==> config.mk <==
export PLATFORM = sky130hd
export DESIGN_NAME = acl_spi_shifter
export DESIGN_NICKNAME = d
export VERILOG_FILES = /design/src/rtl/acl_spi_shifter.sv
export SDC_FILE = /design/constraint.sdc
export NUM_CORES = 1
export LEC_CHECK = 0
export CAP_MARGIN = 20
export CELL_PAD_IN_SITES_DETAIL_PLACEMENT = 1
export CELL_PAD_IN_SITES_GLOBAL_PLACEMENT = 2
export CORE_UTILIZATION = 39
export DETAILED_ROUTE_END_ITERATION = 10
export PLACE_DENSITY_LB_ADDON = 0.08
export SYNTH_ARGS = -nofsm -noshare
export SYNTH_HDL_FRONTEND = slang
export SYNTH_SLANG_ARGS = --single-unit
==> constraint.sdc <==
create_clock -name clk -period 3.5 [get_ports clk]
set_clock_uncertainty 0.2 [all_clocks]
set_input_delay 0.525 -clock clk [delete_from_list [all_inputs] [get_ports clk]]
set_output_delay 0.525 -clock clk [all_outputs]
set_load 0.02 [all_outputs]
==> src/rtl/acl_spi_shifter.sv <==
// -----------------------------------------------------------------------------
// acl_spi_shifter
//
// Byte-level SPI mode-0 shift engine (CPOL=0, CPHA=0) for the ACL accelerometer
// link. A one-cycle `transmit` pulse in IDLE latches `tx_data`. The byte is then
// shifted out MSB-first on `mosi` while 8 bits are captured from `miso` on the
// sclk rising edges. Completion is flagged by a one-cycle `done` pulse, which
// the downstream slave-select stage uses to release `ss`.
//
// Parameters:
//   CLK_DIV   system-clock cycles per sclk half-period (2..255)
//
// Ports:
//   clk       in   system clock, rising edge
//   rst       in   asynchronous active-high reset
//   transmit  in   start request, sampled only in IDLE
//   tx_data   in   [7:0] byte to send, latched on acceptance
//   miso      in   serial data from the ACL
//   sclk      out  SPI clock, idles low
//   mosi      out  serial data to the ACL
//   rx_data   out  [7:0] captured byte, valid from the done cycle
//   busy      out  high from the cycle after acceptance through the done cycle
//   done      out  one-cycle completion pulse
//
// Optional build macro:
//   ACL_SPI_LOOPBACK_EN  when defined, the receive shifter samples the internal
//                        mosi register instead of the miso port (board
//                        self-test; rx_data returns the transmitted byte).
// -----------------------------------------------------------------------------
module acl_spi_shifter #(
    parameter int CLK_DIV = 50
) (
    input  logic       clk,
    input  logic       rst,
    input  logic       transmit,
    input  logic [7:0] tx_data,
    input  logic       miso,
    output logic       sclk,
    output logic       mosi,
    output logic [7:0] rx_data,
    output logic       busy,
    output logic       done
);

    localparam int DIV_W = (CLK_DIV > 1) ? $clog2(CLK_DIV) : 1;
    localparam logic [DIV_W-1:0] DIV_LAST = DIV_W'(CLK_DIV - 1);

    typedef enum logic [1:0] {
        IDLE   = 2'd0,
        SHIFT  = 2'd1,
        FINISH = 2'd2
    } state_t;

    state_t           r_state, w_state_nxt;
    logic [DIV_W-1:0] r_div, w_div_nxt;
    logic [2:0]       r_bit, w_bit_nxt;
    logic [7:0]       r_tx, w_tx_nxt;
    logic [7:0]       r_rx, w_rx_nxt;
    logic [7:0]       r_rx_data, w_rx_data_nxt;
    logic             r_sclk, w_sclk_nxt;
    logic             r_mosi, w_mosi_nxt;
    logic             r_busy, w_busy_nxt;
    logic             r_done, w_done_nxt;
    logic             w_sin;

`ifdef ACL_SPI_LOOPBACK_EN
    // Self-test: capture our own outgoing bit; the ACL line is not used.
    assign w_sin = r_mosi;
`else
    assign w_sin = miso;
`endif

    always_comb begin
        w_state_nxt   = r_state;
        w_div_nxt     = r_div;
        w_bit_nxt     = r_bit;
        w_tx_nxt      = r_tx;
        w_rx_nxt      = r_rx;
        w_rx_data_nxt = r_rx_data;
        w_sclk_nxt    = r_sclk;
        w_mosi_nxt    = r_mosi;
        w_busy_nxt    = r_busy;
        w_done_nxt    = 1'b0;

        case (r_state)
            IDLE: begin
                w_sclk_nxt = 1'b0;
                if (transmit) begin
                    w_tx_nxt    = tx_data;
                    w_mosi_nxt  = tx_data[7];
                    w_div_nxt   = '0;
                    w_bit_nxt   = 3'd0;
                    w_busy_nxt  = 1'b1;
                    w_state_nxt = SHIFT;
                end
            end

            SHIFT: begin
                if (r_div == DIV_LAST) begin
                    w_div_nxt  = '0;
                    w_sclk_nxt = ~r_sclk;
                    if (!r_sclk) begin
                        // Rising toggle: sample the incoming bit.
                        w_rx_nxt = {r_rx[6:0], w_sin};
                    end else if (r_bit != 3'd7) begin
                        // Falling toggle: present the next outgoing bit.
                        w_bit_nxt  = r_bit + 3'd1;
                        w_tx_nxt   = {r_tx[6:0], 1'b0};
                        w_mosi_nxt = r_tx[6];
                    end else begin
                        // Last falling toggle: results become visible in the
                        // single FINISH cycle, which is also the done cycle.
                        w_mosi_nxt    = 1'b0;
                        w_rx_data_nxt = r_rx;
                        w_done_nxt    = 1'b1;
                        w_state_nxt   = FINISH;
                    end
                end else begin
                    w_div_nxt = r_div + 1'b1;
                end
            end

            FINISH: begin
                // transmit is deliberately not looked at here.
                w_busy_nxt  = 1'b0;
                w_state_nxt = IDLE;
            end

            default: begin
                w_busy_nxt  = 1'b0;
                w_sclk_nxt  = 1'b0;
                w_state_nxt = IDLE;
            end
        endcase
    end

    always_ff @(posedge clk or posedge rst) begin
        if (rst) begin
            r_state   <= IDLE;
            r_div     <= '0;
            r_bit     <= 3'd0;
            r_tx      <= 8'h00;
            r_rx      <= 8'h00;
            r_rx_data <= 8'h00;
            r_sclk    <= 1'b0;
            r_mosi    <= 1'b0;
            r_busy    <= 1'b0;
            r_done    <= 1'b0;
        end else begin
            r_state   <= w_state_nxt;
            r_div     <= w_div_nxt;
            r_bit     <= w_bit_nxt;
            r_tx      <= w_tx_nxt;
            r_rx      <= w_rx_nxt;
            r_rx_data <= w_rx_data_nxt;
            r_sclk    <= w_sclk_nxt;
            r_mosi    <= w_mosi_nxt;
            r_busy    <= w_busy_nxt;
            r_done    <= w_done_nxt;
        end
    end

    assign sclk    = r_sclk;
    assign mosi    = r_mosi;
    assign rx_data = r_rx_data;
    assign busy    = r_busy;
    assign done    = r_done;

endmodule

==> summary.md, run 1 <==
| Metric | Value |
|---|---|
| Run status | `completed` |
| DIE WIDTH | `73.2 um` |
| Via/cell ratio | `5.46` |
| Number of global-route vias before repair | `1595` |
| Upper clock frequency limit | `~430 MHz` |
| Synth-to-layout area growth | `20.6%` |
| CTS buffer count | `5` |
| Count of final hold-check violations | `0` |
| Utilization after layout | `49.8%` |
| Fin. max-slew vios | `0` |
| Part of the Yosys area used for sequential elements | `about 48%` |
| Synth Flop Type | `sky130_fd_sc_hd__dfrtp_1` |
| Arr. time, crit path | `2.29 ns` |
| Number of flops mapped to enable cells by yosys | `0` |
| Number of violations of the max-capacitance limit | `0` |
| Most frequently used cell type in the post-synthesis netlist | `sky130_fd_sc_hd__dfrtp_1` |
| Total Wirelength | `4.61 mm` |
| Min Tclk post-route | `between 2 and 2.5 ns` |
| Site row count | `25` |
| First-pass GRT wire length | `~7.7 mm` |
| GR Overflow Total | `0` |
| Portion of synthesized cell area occupied by the leading cell type | `between 40% and 50%` |
| Transition time of the tightest slew-check pin | `0.681 ns` |
| Share of async-settable or async-resettable flops after synthesis | `100%` |
| Gates resized, CTS repair | `0` |
| Maximum level of the CTS H-tree | `2` |
| Initial core utilization | `41.3%` |
| Maximum VDD drop | `0.356 mV` |
| Clock slew at reported path FFs | `~0.080 ns` |
| Maximum count of clock buffers along a single path | `2` |
| Number of sinks handled by clock tree synthesis | `38` |
| Buffer type at the clock tree root | `sky130_fd_sc_hd__clkbuf_8` |
| Wire length per cell | `17.0 um` |
| Power density over the cells | `602 nW/um^2` |
| WP data required | `3.48 ns` |
| Leakage power total | `between 1 and 1.5 nW` |
| Finish-stage setup viols | `0` |
| HPWL after detailed placement | `3.20 mm` |
| Dominant cell type by area after synthesis | `sky130_fd_sc_hd__dfrtp_1` |
| Global-route usage over all layers | `19.3%` |
| Initial antenna violation count | `0` |
| Post-layout nets | `~220` |
| #FFs+latches synth | `38` |
| Leading cell types by count after synthesis | `sky130_fd_sc_hd__dfrtp_1, sky130_fd_sc_hd__o21ai_0, sky130_fd_sc_hd__nand2_1` |
| Post-synth design cell area | `1970 sq um` |
| Chip height | `between 70 and 80 um` |
| Nature of the critical path endpoint | `flip-flop` |
| TritonCTS clock tree | `done` |
| Final critical-path share of the clock period | `66.0%` |
| Later-pin clock latency in the skew report | `0.29 ns` |
| Mean instance size in the synthesized netlist | `11.0 sq um` |
| DRT iter0 DRCs | `102` |
| Std-Cell Core Area | `4790 sq um` |
| Count of antenna diodes in the layout | `0` |
| Die Outline Area | `5350 sq um` |
| Fraction of layout instances using a drive strength above 1 | `16.2%` |
| Number of top-level design ports | `24` |
| Count of buffers added by post-CTS timing repair for setup | `0` |
| Leading post-synthesis cells by cell area | `sky130_fd_sc_hd__dfrtp_1, sky130_fd_sc_hd__mux2_2, sky130_fd_sc_hd__o21ai_0, sky130_fd_sc_hd__and3b_1, sky130_fd_sc_hd__mux2_4` |
| DRC violation count after routing | `0` |
| Vias after detailed routing | `1479` |
| Cts-stage hold buffer count | `0` |
| Final setup TNS | `0 ns` |
| Total nets after synthesis | `195` |
| DRT antenna net count | `0` |
| Gp weighted congestion | `0.749` |
| Number of synthesis warnings | `0` |
| Kind of path behind the tightest hold check | `flip-flop to flip-flop` |
| Max-slew headroom at the worst pin | `54.3%` |
| Total of buffers placed on input and output ports | `23` |
| Number of optimization iterations in the first detailed-route pass | `4` |
| Setup repair after global routing missed its margin | `no` |
| Number of distinct library cells after synthesis | `42` |
| Max FO, Critical Path | `9` |
| Path type of the worst setup path | `flip-flop to flip-flop` |
| Largest net degree at the start of global routing | `39` |
| Cell count after synthesis | `179` |
| Critical path startpoint category | `flip-flop` |
[final cells by class]
cell class	count	area, sq um
clock buffers	5	68.8
clock inverters	3	45.0
fillers	532	2400
inverters	8	30.0
multi-input cells	122	935
flip-flops and latches	38	951
well taps	67	83.8
repair buffers	28	268
[metal layers]
metal  GRT usage (%)  up-vias  wire length [um]
met3            4.97        6               139
met1            23.9      753              2100
met5               0        -                 0
met2            32.8       20              2310
li1                -      700                 -
met4            5.88        0                53
[stage by stage]
stage | instances | cell area (sq um) | hold WS [ns] | setup WS (ns) | power [mW]
4_1_cts | 271 | 2380 | 0.310 | 1.16 | 1.46
6_report | 271 | 2380 | 0.300 | 1.19 | 1.43
3_3_place_gp | 263 | 2270 | 0.287 | 1.22 | 1.03
5_1_grt | 271 | 2380 | 0.334 | 1.03 | 1.53
2_1_floorplan | 179 | 1970 | 0.264 | 1.52 | 0.919
3_5_place_dp | 263 | 2270 | 0.289 | 1.15 | 1.07
[sequential cells by signal (all words and copies together) (netlist names)]
| name | flops |
|---|---|
| r_tx | 7 |
| rx_data | 8 |
| r_rx | 8 |
| busy | 1 |
| r_div | 6 |
| sclk | 1 |
| done | 1 |
| r_state | 2 |
| mosi | 1 |
| r_bit | 3 |
[cell families after synthesis]
group / Yosys count / synth area share (%)
compound gates: 44 / 14.6
mux: 16 / 10.1
fa+ha+maj: 4 / 2.53
buf+inv: 19 / 4.50
flops: 38 / 48.2
simple gates: 57 / 19.7
xor+xnor: 1 / 0.444
[worst max-delay path, stage by stage (launching register included)]
cell and delay [ns]:
sky130_fd_sc_hd__dfrtp_1 0.40, sky130_fd_sc_hd__ha_1 0.17, sky130_fd_sc_hd__ha_1 0.23, sky130_fd_sc_hd__inv_1 0.12, sky130_fd_sc_hd__nor4_4 0.66, sky130_fd_sc_hd__mux2_2 0.41
[cells in the final DEF, fill, tap and decap left out, types with 5 or more instances in the layout]
cell                               n
sky130_fd_sc_hd__and3b_1          10
sky130_fd_sc_hd__buf_4             5
sky130_fd_sc_hd__clkbuf_8          5
sky130_fd_sc_hd__clkdlybuf4s50_1  23
sky130_fd_sc_hd__dfrtp_1          38
sky130_fd_sc_hd__inv_1             8
sky130_fd_sc_hd__mux2_2           11
sky130_fd_sc_hd__mux2_4            5
sky130_fd_sc_hd__nand2_1          14
sky130_fd_sc_hd__nand3_1           6
sky130_fd_sc_hd__nor2b_1           6
sky130_fd_sc_hd__o211ai_1          6
sky130_fd_sc_hd__o21ai_0          18
[final timing paths]
kind,cells past startpoint,end,slack (ns),from
max,5,rx_data[7]$_DFFE_PP0P_,1.19,r_bit[0]$_DFFE_PP0P_
min,2,busy$_DFFE_PP0P_,0.30,busy$_DFFE_PP0P_
max reg2reg,5,rx_data[7]$_DFFE_PP0P_,1.19,r_bit[0]$_DFFE_PP0P_
min reg2reg,2,busy$_DFFE_PP0P_,0.30,busy$_DFFE_PP0P_
max in group asynchronous,3,r_div[4]$_DFFE_PP0P_,2.31,rst
min in group asynchronous,3,rx_data[6]$_DFFE_PP0P_,0.46,rst
[power breakdown]
| part | switching (mW) | total, mW | internal, mW | leakage, nW |
|---|---|---|---|---|
| Sequential | 0.115 | 0.656 | 0.542 | 0.471 |
| Clock | 0.171 | 0.383 | 0.212 | 0.0504 |
| Combinational | 0.201 | 0.395 | 0.194 | 0.506 |
| Total | 0.487 | 1.43 | 0.947 | 1.03 |
Power figures use the tool's default switching activity.
==> run 2, diff against run 1 <==
--- a/config.mk
+++ b/config.mk
@@ -8,7 +8,7 @@
 export CAP_MARGIN = 20
 export CELL_PAD_IN_SITES_DETAIL_PLACEMENT = 1
 export CELL_PAD_IN_SITES_GLOBAL_PLACEMENT = 2
-export CORE_UTILIZATION = 39
+export CORE_UTILIZATION = 33
 export DETAILED_ROUTE_END_ITERATION = 10
 export PLACE_DENSITY_LB_ADDON = 0.08
 export SYNTH_ARGS = -nofsm -noshare
==> constraint.sdc (replaced) <==
create_clock -name clk -period 2.1 [get_ports clk]
set_clock_uncertainty 0.2 [all_clocks]
set_input_delay 0.315 -clock clk [delete_from_list [all_inputs] [get_ports clk]]
set_output_delay 0.315 -clock clk [all_outputs]
set_load 0.02 [all_outputs]
==> summary.md, run 2 (same netlist as run 1, synthesis figures left out) <==
| Metric | Value |
|---|---|
| Run status | `completed` |
| Maximum level of the CTS H-tree | `2 (unchanged)` |
| DRT antenna net count | `0 (unchanged)` |
| Final critical-path share of the clock period | `97.1% (+31 points)` |
| CTS buffer count | `5 (unchanged)` |
| Fraction of layout instances using a drive strength above 1 | `21.5% (+5.3 points)` |
| Commonest non-fill, non-tap cell in the layout | `sky130_fd_sc_hd__dfrtp_1` |
| Critical path launch point | `r_div[0]$_DFFE_PP0P_` |
| Arr. time, crit path | `2.02 ns (-0.27 ns)` |
| Reg power frac | `44.8% (-1.0 points)` |
| Die Outline Area | `6300 sq um (+18%)` |
| Post-layout nets | `229 (+4.6%)` |
| Nature of the critical path endpoint | `flip-flop` |
| Site row count | `27 (+8.0%)` |
| TritonCTS clock tree | `done` |
| DIE WIDTH | `79.4 um (+8.5%)` |
| Global-route usage over all layers | `17.8% (-1.5 points)` |
| Critical path startpoint category | `flip-flop` |
| Number of violations of the max-capacitance limit | `0 (unchanged)` |
| Gp weighted congestion | `0.742 (-0.99%)` |
| DRC violation count after routing | `0 (unchanged)` |
| Min Tclk post-route | `2.04 ns (-0.269 ns)` |
| Number of top-level design ports | `24 (unchanged)` |
| Vias after detailed routing | `1534 (+3.7%)` |
| Largest net degree at the start of global routing | `39 (unchanged)` |
| Power density over the cells | `996 nW/um^2 (+65%)` |
| Maximum count of clock buffers along a single path | `2 (unchanged)` |
| Proportion of power drawn by the clock network | `25.8% (-0.9 points)` |
| Maximum VDD drop | `0.328 mV (-7.9%)` |
| Utilization after layout | `44.0% (-5.8 points)` |
| WP data required | `2.08 ns (-1.40 ns)` |
| Cts-stage hold buffer count | `0 (unchanged)` |
| Switching Share | `34.1% (+0.15 points)` |
| Part of the power in combinational logic | `29.4% (+1.8 points)` |
| Count of antenna diodes in the layout | `0 (unchanged)` |
| Max FO, Critical Path | `6 (-3)` |
| Commonest cells after routing, fill and taps aside | `sky130_fd_sc_hd__dfrtp_1, sky130_fd_sc_hd__clkdlybuf4s50_1, sky130_fd_sc_hd__o21ai_0, sky130_fd_sc_hd__nand2_1, sky130_fd_sc_hd__buf_4` |
| Setup repair after global routing missed its margin | `no` |
| Placement Setup Slack | `0.0421 ns (-1.10 ns)` |
| Internal power | `1.63 mW (+72%)` |
| Initial core utilization | `35.0% (-6.3 points)` |
| DRT iter0 DRCs | `46 (-55%)` |
| Count of final hold-check violations | `0 (unchanged)` |
| Finish-stage setup viols | `0 (unchanged)` |
| Final WS setup | `0.0601 ns (-1.13 ns)` |
| Transition time of the tightest slew-check pin | `0.523 ns (-0.158 ns)` |
| Total of buffers placed on input and output ports | `23 (unchanged)` |
| Later-pin clock latency in the skew report | `0.30 ns (about the same)` |
| Switching power of the nets | `843 uW (+73%)` |
| First-pass GRT wire length | `8.35 mm (+7.8%)` |
| Wire length per cell | `17.3 um (+1.8%)` |
| Upper clock frequency limit | `490 MHz (+13%)` |
| Number of sinks handled by clock tree synthesis | `38 (unchanged)` |
| GR Overflow Total | `0 (unchanged)` |
| Number of global-route vias before repair | `1583 (-0.75%)` |
| Path type of the worst setup path | `flip-flop to flip-flop` |
| Number of optimization iterations in the first detailed-route pass | `4 (unchanged)` |
| Max-slew headroom at the worst pin | `65.1% (+11 points)` |
| Buffer type at the clock tree root | `sky130_fd_sc_hd__clkbuf_8` |
| Final setup TNS | `0 ns (unchanged)` |
| Chip height | `79.4 um (+8.5%)` |
| Clock slew at reported path FFs | `0.08 ns (about the same)` |
| HPWL after detailed placement | `3.38 mm (+5.8%)` |
| Leakage power total | `1.07 nW (+4.5%)` |
| Flop2flop setup slack | `0.06 ns (-1.13 ns)` |
| Via/cell ratio | `5.36 (-1.7%)` |
| Std-Cell Core Area | `5640 sq um (+18%)` |
| Synth-to-layout area growth | `25.7%` |
| Kind of path behind the tightest hold check | `input pin to asynchronous set/reset pin` |
| Fin. max-slew vios | `0 (unchanged)` |
| Initial antenna violation count | `0 (unchanged)` |
| Total Wirelength | `4.95 mm (+7.4%)` |
| Critical register-to-register path startpoint | `r_div[0]$_DFFE_PP0P_` |
==> run 2: cell count changes in the layout (fill, tap and decap cells not counted) <==
cell                    previous run  this run
sky130_fd_sc_hd__buf_6             0         1
sky130_fd_sc_hd__ha_1              4         2
sky130_fd_sc_hd__inv_1             8         7
sky130_fd_sc_hd__ha_2              0         1
sky130_fd_sc_hd__buf_4             5        14
sky130_fd_sc_hd__inv_2             0         1
sky130_fd_sc_hd__ha_4              0         1
==> run 2: per-layer routing <==
metal | vias up | wire length, um | track usage (%)
li1 | 721 | - | -
met1 | 788 | 2370 | 24.2
met2 | 19 | 2390 | 27.8
met3 | 6 | 127 | 4.25
met4 | 0 | 62 | 5.45
met5 | - | 0 | 0
==> run 2: power groups by stage <==
| stage | clock network [mW] | logic (mW) | registers, mW |
|---|---|---|---|
| 2_1_floorplan | 0 | 0.455 | 1.08 |
| 4_1_cts | 0.660 | 0.718 | 1.10 |
| 3_5_place_dp | 0 | 0.712 | 1.11 |
| 6_report | 0.638 | 0.728 | 1.11 |
| 3_3_place_gp | 0 | 0.686 | 1.09 |
| 5_1_grt | 0.695 | 0.821 | 1.14 |
==> run 2: layout make-up <==
class / count / area (sq um)
well taps: 72 / 90.1
clock inverters: 3 / 45.0
flip-flops and latches: 38 / 951
multi-input cells: 122 / 950
inverters: 8 / 30.0
repair buffers: 38 / 347
fillers: 602 / 3160
clock buffers: 5 / 68.8
==> run 2: path summary, 6_finish.rpt <==
check | endpoint | cells after the start
max | r_rx[1]$_DFFE_PP0P_ | 4
min | r_tx[2]$_DFFE_PP0P_ | 3
max reg2reg | r_rx[1]$_DFFE_PP0P_ | 4
min reg2reg | rx_data[0]$_DFFE_PP0P_ | 1
max in group asynchronous | r_tx[6]$_DFFE_PP0P_ | 3
min in group clk | rx_data[0]$_DFFE_PP0P_ | 1
==> run 2: stage by stage <==
stage	cell area, sq um	hold slack, ns	instances	power, mW
2_1_floorplan	1970	0.264	179	1.53
3_3_place_gp	2350	0.280	278	1.78
3_5_place_dp	2350	0.294	278	1.82
4_1_cts	2460	0.255	286	2.48
5_1_grt	2480	0.279	286	2.65
6_report	2480	0.237	286	2.47
==> run 2: repair_timing <==
action / in CTS / in global routing
setup endpoints to repair: 0 / 13
resized for setup: 0 / 5
buffers inserted: 0 / 0
==> run 2: worst max-delay path: stages (launching register included) <==
cell and delay [ns]:
sky130_fd_sc_hd__dfrtp_1 0.46, sky130_fd_sc_hd__ha_4 0.19, sky130_fd_sc_hd__nand3b_4 0.12, sky130_fd_sc_hd__or4_4 0.62, sky130_fd_sc_hd__mux2_4 0.33
